$ cat config.mk
export PLATFORM = sky130hd
export DESIGN_NAME = main_fifo_reader
export DESIGN_NICKNAME = d
export VERILOG_FILES = /design/src/rtl/main_fifo_reader.sv
export SDC_FILE = /design/constraint.sdc
export NUM_CORES = 1
export LEC_CHECK = 0
export ABC_AREA = 1
export BUFFER_PORTS_ARGS = -buffer_cell sky130_fd_sc_hd__buf_2
export CORE_AREA = 5 5 42 44
export DETAILED_ROUTE_END_ITERATION = 12
export DIE_AREA = 0 0 47 49
export PLACE_DENSITY = 0.76
export SLEW_MARGIN = 20
export SYNTH_ARGS = -nofsm -noshare
export SYNTH_HDL_FRONTEND = slang
export SYNTH_SLANG_ARGS = --single-unit
$ cat constraint.sdc
create_clock -name clk -period 1.4 [get_ports clk]
set_clock_uncertainty 0.15 [all_clocks]
set_input_delay 0.07 -clock clk [delete_from_list [all_inputs] [get_ports clk]]
set_output_delay 0.07 -clock clk [all_outputs]
set_load 0.02 [all_outputs]
$ cat src/rtl/main_fifo_reader.sv
// main_fifo_reader: pops the Main ingress FIFO and steers each
// word by its class bit into VC0 or VC1.
//
// Ports:
//   clk, reset          clock, synchronous active-high reset
//   init                hold in INIT, no pops
//   main_empty          Main FIFO empty (already reflects the
//                       pop being issued this cycle)
//   main_data_in [BW]   Main read data, valid cycle after main_rd
//   main_rd             Main pop strobe
//   vc0/1_almost_full   VC FIFO almost full
//   vc0/1_wr            VC FIFO write strobes
//   vc_data_out [BW]    shared VC write data
//   state [2]           0=RESET 1=INIT 2=IDLE 3=ACTIVE
//   idle                IDLE with nothing in flight
//   vc0/1_cnt [CNT_W]   dispatch counters (DISPATCH_CNT_EN)
//
// Optional feature macro: DISPATCH_CNT_EN adds saturating
// per-VC dispatch counters.
module main_fifo_reader #(
  parameter int BW = 6
`ifdef DISPATCH_CNT_EN
  ,
  parameter int CNT_W = 8
`endif
) (
  input  logic          clk,
  input  logic          reset,
  input  logic          init,
  input  logic          main_empty,
  input  logic [BW-1:0] main_data_in,
  output logic          main_rd,
  input  logic          vc0_almost_full,
  input  logic          vc1_almost_full,
  output logic          vc0_wr,
  output logic          vc1_wr,
  output logic [BW-1:0] vc_data_out,
  output logic [1:0]    state,
`ifdef DISPATCH_CNT_EN
  output logic [CNT_W-1:0] vc0_cnt,
  output logic [CNT_W-1:0] vc1_cnt,
`endif
  output logic          idle
);

  typedef enum logic [1:0] {
    S_RESET  = 2'd0,
    S_INIT   = 2'd1,
    S_IDLE   = 2'd2,
    S_ACTIVE = 2'd3
  } state_t;

  state_t        r_state;
  logic          r_main_rd;
  logic          r_pend;
  logic          r_wr0;
  logic          r_wr1;
  logic [BW-1:0] r_data;
  logic          r_idle;

  logic w_pop_ok;
  logic w_cls;
  logic w_wr0_nxt;
  logic w_wr1_nxt;
  logic w_in_flight;

  // main_empty already accounts for an outstanding pop, so
  // back-to-back pops are safe whenever it reads 0.
  assign w_pop_ok = !main_empty
                  && !vc0_almost_full
                  && !vc1_almost_full;

  // r_pend marks the cycle in which main_data_in is valid.
  assign w_cls     = main_data_in[BW-1];
  assign w_wr0_nxt = r_pend && !w_cls;
  assign w_wr1_nxt = r_pend && w_cls;

  assign w_in_flight = r_main_rd || r_pend;

  always_ff @(posedge clk) begin
    if (reset) begin
      r_state   <= S_RESET;
      r_main_rd <= 1'b0;
      r_pend    <= 1'b0;
      r_wr0     <= 1'b0;
      r_wr1     <= 1'b0;
      r_data    <= '0;
      r_idle    <= 1'b0;
    end else begin
      // The pipe always drains, even under init or
      // almost-full: a popped word has a guaranteed slot.
      r_pend <= r_main_rd;
      r_wr0  <= w_wr0_nxt;
      r_wr1  <= w_wr1_nxt;
      if (r_pend) begin
        r_data <= main_data_in;
      end

      if (init) begin
        r_state   <= S_INIT;
        r_main_rd <= 1'b0;
        r_idle    <= 1'b0;
      end else begin
        unique case (r_state)
          S_RESET: begin
            r_state   <= S_INIT;
            r_main_rd <= 1'b0;
            r_idle    <= 1'b0;
          end
          S_INIT: begin
            r_state   <= S_IDLE;
            r_main_rd <= 1'b0;
            r_idle    <= !r_main_rd;
          end
          S_IDLE: begin
            if (w_pop_ok) begin
              r_state   <= S_ACTIVE;
              r_main_rd <= 1'b1;
              r_idle    <= 1'b0;
            end else begin
              r_main_rd <= 1'b0;
              r_idle    <= !r_main_rd;
            end
          end
          S_ACTIVE: begin
            r_main_rd <= w_pop_ok;
            if (!w_pop_ok && !w_in_flight) begin
              r_state <= S_IDLE;
              r_idle  <= 1'b1;
            end else begin
              r_idle  <= 1'b0;
            end
          end
        endcase
      end
    end
  end

  assign main_rd     = r_main_rd;
  assign vc0_wr      = r_wr0;
  assign vc1_wr      = r_wr1;
  assign vc_data_out = r_data;
  assign state       = r_state;
  assign idle        = r_idle;

`ifdef DISPATCH_CNT_EN
  logic [CNT_W-1:0] r_cnt0;
  logic [CNT_W-1:0] r_cnt1;

  // Counters move with the write strobes they count; init
  // holds them at zero, so late in-flight writes that land
  // during INIT are not counted.
  always_ff @(posedge clk) begin
    if (reset || init) begin
      r_cnt0 <= '0;
      r_cnt1 <= '0;
    end else begin
      if (w_wr0_nxt && (r_cnt0 != '1)) begin
        r_cnt0 <= r_cnt0 + CNT_W'(1);
      end
      if (w_wr1_nxt && (r_cnt1 != '1)) begin
        r_cnt1 <= r_cnt1 + CNT_W'(1);
      end
    end
  end

  assign vc0_cnt = r_cnt0;
  assign vc1_cnt = r_cnt1;
`endif

endmodule
Word level (Yosys, flattened, before mapping)

Index checks and enable logic that the tools add are counted.

Register bits: 13
Bits of input ports: 12
Word-level logic and storage cells: 42

Equal/unequal tests: 7
Reductions and logical operators: 18
Muxes and demuxes: 9

Operators with widths:

| cell                                                                  | number |
|---|---|
| 2-bit one-hot mux with 4 select lines                                 | 1 |
| 1-bit logical NOT                                                     | 7 |
| 3-bit inequality test, second input constant                          | 2 |
| 1-bit logical AND                                                     | 5 |
| 2-bit equality test, second input constant                            | 2 |
| 1-bit two-way mux                                                     | 4 |
| 2-bit two-way mux                                                     | 2 |
| 2-bit inequality test, second input constant                          | 2 |
| 1-bit one-hot mux with 4 select lines                                 | 1 |
| 2-bit AND reduction                                                   | 2 |
| 2-bit OR reduction                                                    | 2 |
| 1-bit one-hot mux with 3 select lines                                 | 1 |
| 2-bit by 1-bit equality test with 1-bit output, second input constant | 1 |
| 2-bit logical NOT                                                     | 1 |
| 1-bit logical OR                                                      | 1 |

Depth between registers and ports, before layout

Gate-level depths: netlist of run 1.

Depth after elaboration: 8
Mapped depth: 6

Worst setup path before layout of run 1

No wires, ideal clock.

Path kind: reg-to-reg
From: register r_state[1] (netlist: state[1])
To: register r_state[0] (netlist: state[0])
Data arrival time: 0.780 ns
Slack: 0.353 ns
Path buffers: 0
Cell stages (with the launch flop): 6
Required time: 1.134 ns
Setup time: 0.116 ns
Clock period less this slack: 1.047 ns
Path through: dfxtp_1 > nor2_2 > nor2_1 > nand2_1 > inv_1 > a21oi_1

Longest elaborated chain between the ends: 3
Elaborated cells between the ends (all ways): 9

Ends and longest elaborated chain:

| item                                                                                  | line | text |
|---|---|---|
| from (decl)                                                                           | 53   | `state_t r_state;` |
| from (signal assigned)                                                                | 82   | `r_state <= S_RESET;` |
| from (signal assigned)                                                                | 100  | `r_state <= S_INIT;` |
| from (signal assigned)                                                                | 106  | `r_state <= S_INIT;` |
| 2-bit equality test, or another cell as far along                                     | 104  | `unique case (r_state)` |
| 2-bit one-hot mux with 4 select lines / 3-bit inequality test (equally long branches) | --   |  |
| 1-bit two-way mux / 2-bit AND reduction (equally long branches)                       | --   |  |

Several ways; a longest one is shown, not always the timed one.
A chain may end at the register's enable or synchronous reset.

Worst setup path after layout of run 1

From: input reset
To: register r_idle (netlist: idle)

Longest elaborated chain between the ends: 1

Ends and longest elaborated chain:

| item                                | line | text |
|---|---|---|
| from (decl)                         | 28   | `input logic reset,` |
| 2-bit OR reduction (no source line) | --   |  |
| to (signal assigned)                | 113  | `r_idle <= !r_main_rd;` |
| to (signal assigned)                | 122  | `r_idle <= !r_main_rd;` |
| to (decl)                           | 59   | `logic r_idle;` |

Every way passes these cells.

==> flow_summary.yaml, run 1 <==
place:
  port_buffers: 23
  post-dp-hpwl_um: 819
  routabilityCongestion: 0.757
  place_inst: 99
  placedInstanceArea_um2: 637
sta:
  max_freq_mhz: 848
  setup_violations: 0
  finalSetupTns_ns: 0
  finalHoldViolations: 0
  worst_pin_slew_ns: 0.249
  period_share: 0.843
  period_minus_slack_ns: 1.18
  slew_headroom: 0.833
  slew_violations: 0
  rsz0062_at_grt: "no"
routing:
  drt-total-wl_um: 1100
  dr_wl_met3_um: 100
  vias: 495
  vias_per_cell: 4.34
  post_drt_wl_per_cell_um: 9.64
  wl_met2_um: 537
  drcViolationCount: 0
  first_pass_iters: 4
  drt_iter0_markers: 14
  met1_length_um: 461
  ant_nets: 0
  top_layer_used: "met3"
global_routing:
  grt_max_degree: 9
  antenna_found_initial: 0
  grt_use_total: 0.108
  grt-ovfl-total: 0
  grt_pass1_vias: 479
  grt_pass1_wl_um: 1890
final_layout:
  syn2layout_area_growth_pct: 50.7
  diodes: 0
  design_area_um2: 773
  drive_above_1_share: 0.367
  fin_cells: 114
  num-nets-final: 111
  utilization: 0.552
die:
  die_y_um: 49
  initial_core_util: 0.366
  rows: 14
  die_x_um: 47
  io_pins: 24
  design.core.area_um2: 1400
  die_area_um2: 2300
power_and_ir_drop:
  p_per_area_nw_per_um2: 896
  ir_drop_mv: 0.562
  leakagePower_nw: 0.383
synthesis:
  ys_warn_count: 0
  ys_seq_area_frac: 0.507
  syn-num-nets: 73
  syn_area_um2: 513
  synthTopCellsByArea: "dfxtp_1 (51%), inv_1 (9.5%), o21ai_2 (8.5%)"
  syn_area_per_cell_um2: 8.41
  synth_area_leader_cell: "dfxtp_1"
  ys_top_cells_by_count: "dfxtp_1 (13), inv_1 (13), nor2_1 (8)"
  synth_flop_cell: "dfxtp_1"
  synth-edff-count: 0
  synth_top_area_share: 0.507
  synth_seq_cells: 13
  yosysUniqueCellTypes: 12
  ys_async_sr_fraction: 0
  netlist_instances: 61
clock_network:
  cts.htree.levels: 1
  cts_sinks: 13
  clock_latency_ns: 0.27
  cts_tree: "yes"
  cts_buffers: 3
  clock_path_buffers: 2
  postCtsSetupBuffers: 0
  cts-root-buf: "clkbuf_4"
  clk_pin_slew_ns: 0.08
setup_path:
  critPathMaxStageDelay_ns: 0.54
  startpoint_type: "primary input"
  r2r_start: "r_pend$_SDFF_PP0_"
  worstSetupPathType: "in2reg"
  cp_top_family: "buffers and inverters"
  critPathMaxFanout: 5
  crit_chain: "dlygate4sd3_1 > buf_2 > or2_4 > nor2_4 > nand2_1 > nor2_1"
  critPathRequiredTime_ns: 1.46
  arrival_ns: 1.24
  cp_slowest_cell: "dlygate4sd3_1"
  worst-path-buf-inv: 2
  crit_start: "reset"
  crit_path_end_kind: "flip-flop"
flow_run:
  cap_violations: 0
status:
  status: "finished clean"
min_path:
  hold_start: "vc_data_out[2]$_SDFFE_PP0P_"
  hold_class: "reg2reg"
[cell type report]
type / count / area [um^2]
inverter: 13 / 48.8
fill: 145 / 628
clock buffer: 4 / 26.3
tap: 16 / 20.0
sequential: 13 / 260
multi-input combinational: 34 / 193
timing repair buffer: 34 / 225
[cells in the final DEF (no fill, tap or decap), drive strengths merged]
cell type    instances
o22ai                1
o21ai                5
nand2                7
buf                 23
a21oi                2
or2                  2
dlygate4sd3         11
nor2                10
clkbuf               4
nand3                7
inv                 13
dfxtp               13
[tightest hold or removal path: stages (launching register included)]
cell and delay, ns:
dfxtp_1 0.31, inv_1 0.06, o21ai_2 0.05
[sequential cells by signal, indices dropped and copies added (netlist names)]
register     cells
state            2
idle             1
r_pend           1
vc_data_out      6
vc0_wr           1
main_rd          1
vc1_wr           1
[kinds of logic after synthesis]
logic type             count (synthesis)  share of synthesized area
flip-flops                            13                      0.507
AO/OA/AOI/OAI                          8                      0.129
buffers and inverters                 14                      0.117
AND/OR/NAND/NOR                       26                      0.246
[per-stage QoR]
step	hold WS [ns]	setup WS (ns)	power, mW
2_1_floorplan	-0.0109	0.353	0.423
3_3_place_gp	0.0968	0.417	0.449
3_5_place_dp	0.102	0.369	0.450
4_1_cts	0.320	0.231	0.702
5_1_grt	0.347	0.152	0.730
6_report	0.316	0.220	0.693
[power by group]
group          internal (mW)  switching (mW)
clock                  0.110           0.119
combinational         0.0460          0.0383
sequential             0.375         0.00490
total                  0.531           0.162
[timing repair]
| action | CTS | global route |
|---|---|---|
| setup endpoints to repair | 0 | 0 |
| hold endpoints to repair | 12 | 0 |
| hold buffers | 11 | 0 |
| gates resized for setup | 0 | 0 |
[per-layer routing]
metal  GRT usage  vias up
met5           0        -
li1            -      260
met2       0.174       16
met3      0.0554        0
met4           0        0
met1       0.134      219
[path summary, 6_finish.rpt]
| kind | to | cells after the start | slack (ns) |
|---|---|---|---|
| setup reg to reg | vc_data_out[1]$_SDFFE_PP0P_ | 2 | 0.36 |
| hold / removal | vc_data_out[2]$_SDFFE_PP0P_ | 2 | 0.32 |
| setup / recovery | idle$_SDFF_PP0_ | 6 | 0.22 |
| hold reg to reg | vc_data_out[2]$_SDFFE_PP0P_ | 2 | 0.32 |
No activity file was read; power rests on OpenSTA's default activity.
==> run 2: changes to the inputs <==
==> constraint.sdc (replaced) <==
create_clock -name clk -period 1.2 [get_ports clk]
set_clock_uncertainty 0.15 [all_clocks]
set_input_delay 0.06 -clock clk [delete_from_list [all_inputs] [get_ports clk]]
set_output_delay 0.06 -clock clk [all_outputs]
set_load 0.02 [all_outputs]
==> flow_summary.yaml, run 2 (synthesis results as in run 1) <==
die:
  die_area_um2: 2300
  die_x_um: 47
  die_y_um: 49
  io_pins: 24
  design.core.area_um2: 1400
  rows: 14
  initial_core_util: 0.366
routing:
  vias_per_cell: 4.33
  vias: 489
  drcViolationCount: 0
  first_pass_iters: 4
  drt-total-wl_um: 1160
  ant_nets: 0
  drt_iter0_markers: 5
  post_drt_wl_per_cell_um: 10.2
place:
  port_buffers: 23
  post-dp-hpwl_um: 841
  place_inst: 99
  routabilityCongestion: 0.735
final_layout:
  syn2layout_area_growth_pct: 51.0
  num-nets-final: 110
  diodes: 0
  fin_cells: 113
  layout_commonest_cell: "buf_2"
  layout_common_cells: "buf_2 (22), inv_1 (13), dfxtp_1 (13), dlygate4sd3_1 (11)"
  utilization: 0.553
  drive_above_1_share: 0.381
  largest_reg_flops: 6
global_routing:
  antenna_found_initial: 0
  grt_pass1_wl_um: 1980
  use_met2: 0.192
  grt-ovfl-total: 0
  grt_use_met1: 0.134
  grt_busiest_layer: "met2"
  use_met3: 0.0443
  grt_max_degree: 9
  grt_pass1_vias: 497
  grt_use_total: 0.120
min_path:
  hold_class: "reg2reg"
setup_path:
  arrival_ns: 1.17
  startpoint_type: "primary input"
  critPathMaxFanout: 3
  worstSetupPathType: "in2reg"
  crit_path_end_kind: "flip-flop"
  critPathRequiredTime_ns: 1.23
power_and_ir_drop:
  ir_drop_mv: 0.540
  leakagePower_nw: 0.379
  power_mw: 0.815
  p_per_area_nw_per_um2: 1050
sta:
  finalSetupTns_ns: 0
  max_freq_mhz: 873
  period_share: 0.955
  slew_violations: 0
  holdWs_ns: 0.315
  finalHoldViolations: 0
  rsz0062_at_grt: "yes"
  period_minus_slack_ns: 1.15
  slew_headroom: 0.838
  setup_violations: 0
  worst_pin_slew_ns: 0.243
clock_network:
  cts.htree.levels: 1
  cts-root-buf: "clkbuf_4"
  clk_pin_slew_ns: 0.08
  clock_latency_ns: 0.28
  cts_buffers: 3
  cts_sinks: 13
  cts_tree: "yes"
  clock_path_buffers: 2
flow_run:
  cap_violations: 0
status:
  status: "finished clean"
run 2: cell type report:
class / count / area (um^2)
fill: 137 / 627
sequential: 13 / 260
timing repair buffer: 33 / 220
multi-input combinational: 34 / 199
inverter: 13 / 48.8
clock buffer: 4 / 26.3
tap: 16 / 20.0
run 2: timing repair:
action / CTS / global route
endpoints found under the hold margin: 12 / 0
hold buffers: 11 / 0
setup endpoints to repair: 0 / 2
buffers inserted: 0 / 0
resized for setup: 0 / 2
run 2: final timing paths:
kind	from	to	slack, ns	depth (start not counted)
min reg2reg	vc_data_out[0]$_SDFFE_PP0P_	vc_data_out[0]$_SDFFE_PP0P_	0.31	2
max reg2reg	r_pend$_SDFF_PP0_	vc_data_out[3]$_SDFFE_PP0P_	0.17	2
max	vc0_almost_full	idle$_SDFF_PP0_	0.05	6
min	vc_data_out[0]$_SDFFE_PP0P_	vc_data_out[0]$_SDFFE_PP0P_	0.31	2
run 2: critical path, cell delays in order:
cell and delay (ns):
dlygate4sd3_1 0.54, buf_2 0.13, nor2_2 0.13, nand3_1 0.11, a21oi_1 0.15, nor2_1 0.06
run 2: stage by stage:
stage / setup WS, ns / cell area, um^2
5_1_grt: -0.000314 / 774
3_5_place_dp: 0.181 / 637
4_1_cts: 0.0234 / 773
3_3_place_gp: 0.204 / 637
2_1_floorplan: 0.153 / 513
6_report: 0.0543 / 774
run 2: power by group:
| group | leakage [nW] | switching, mW | internal (mW) | total [mW] |
|---|---|---|---|---|
| clock | 0.0150 | 0.143 | 0.129 | 0.272 |
| sequential | 0.105 | 0.00580 | 0.438 | 0.443 |
| combinational | 0.259 | 0.0470 | 0.0535 | 0.100 |
| total | 0.379 | 0.195 | 0.620 | 0.815 |
run 2: metal layers:
metal,part of all wire,wire length (um),vias to the layer above
met4,0.022,25,0
met1,0.40,468,207
met3,0.087,101,3
met5,0,0,-
met2,0.49,561,17
li1,-,-,262
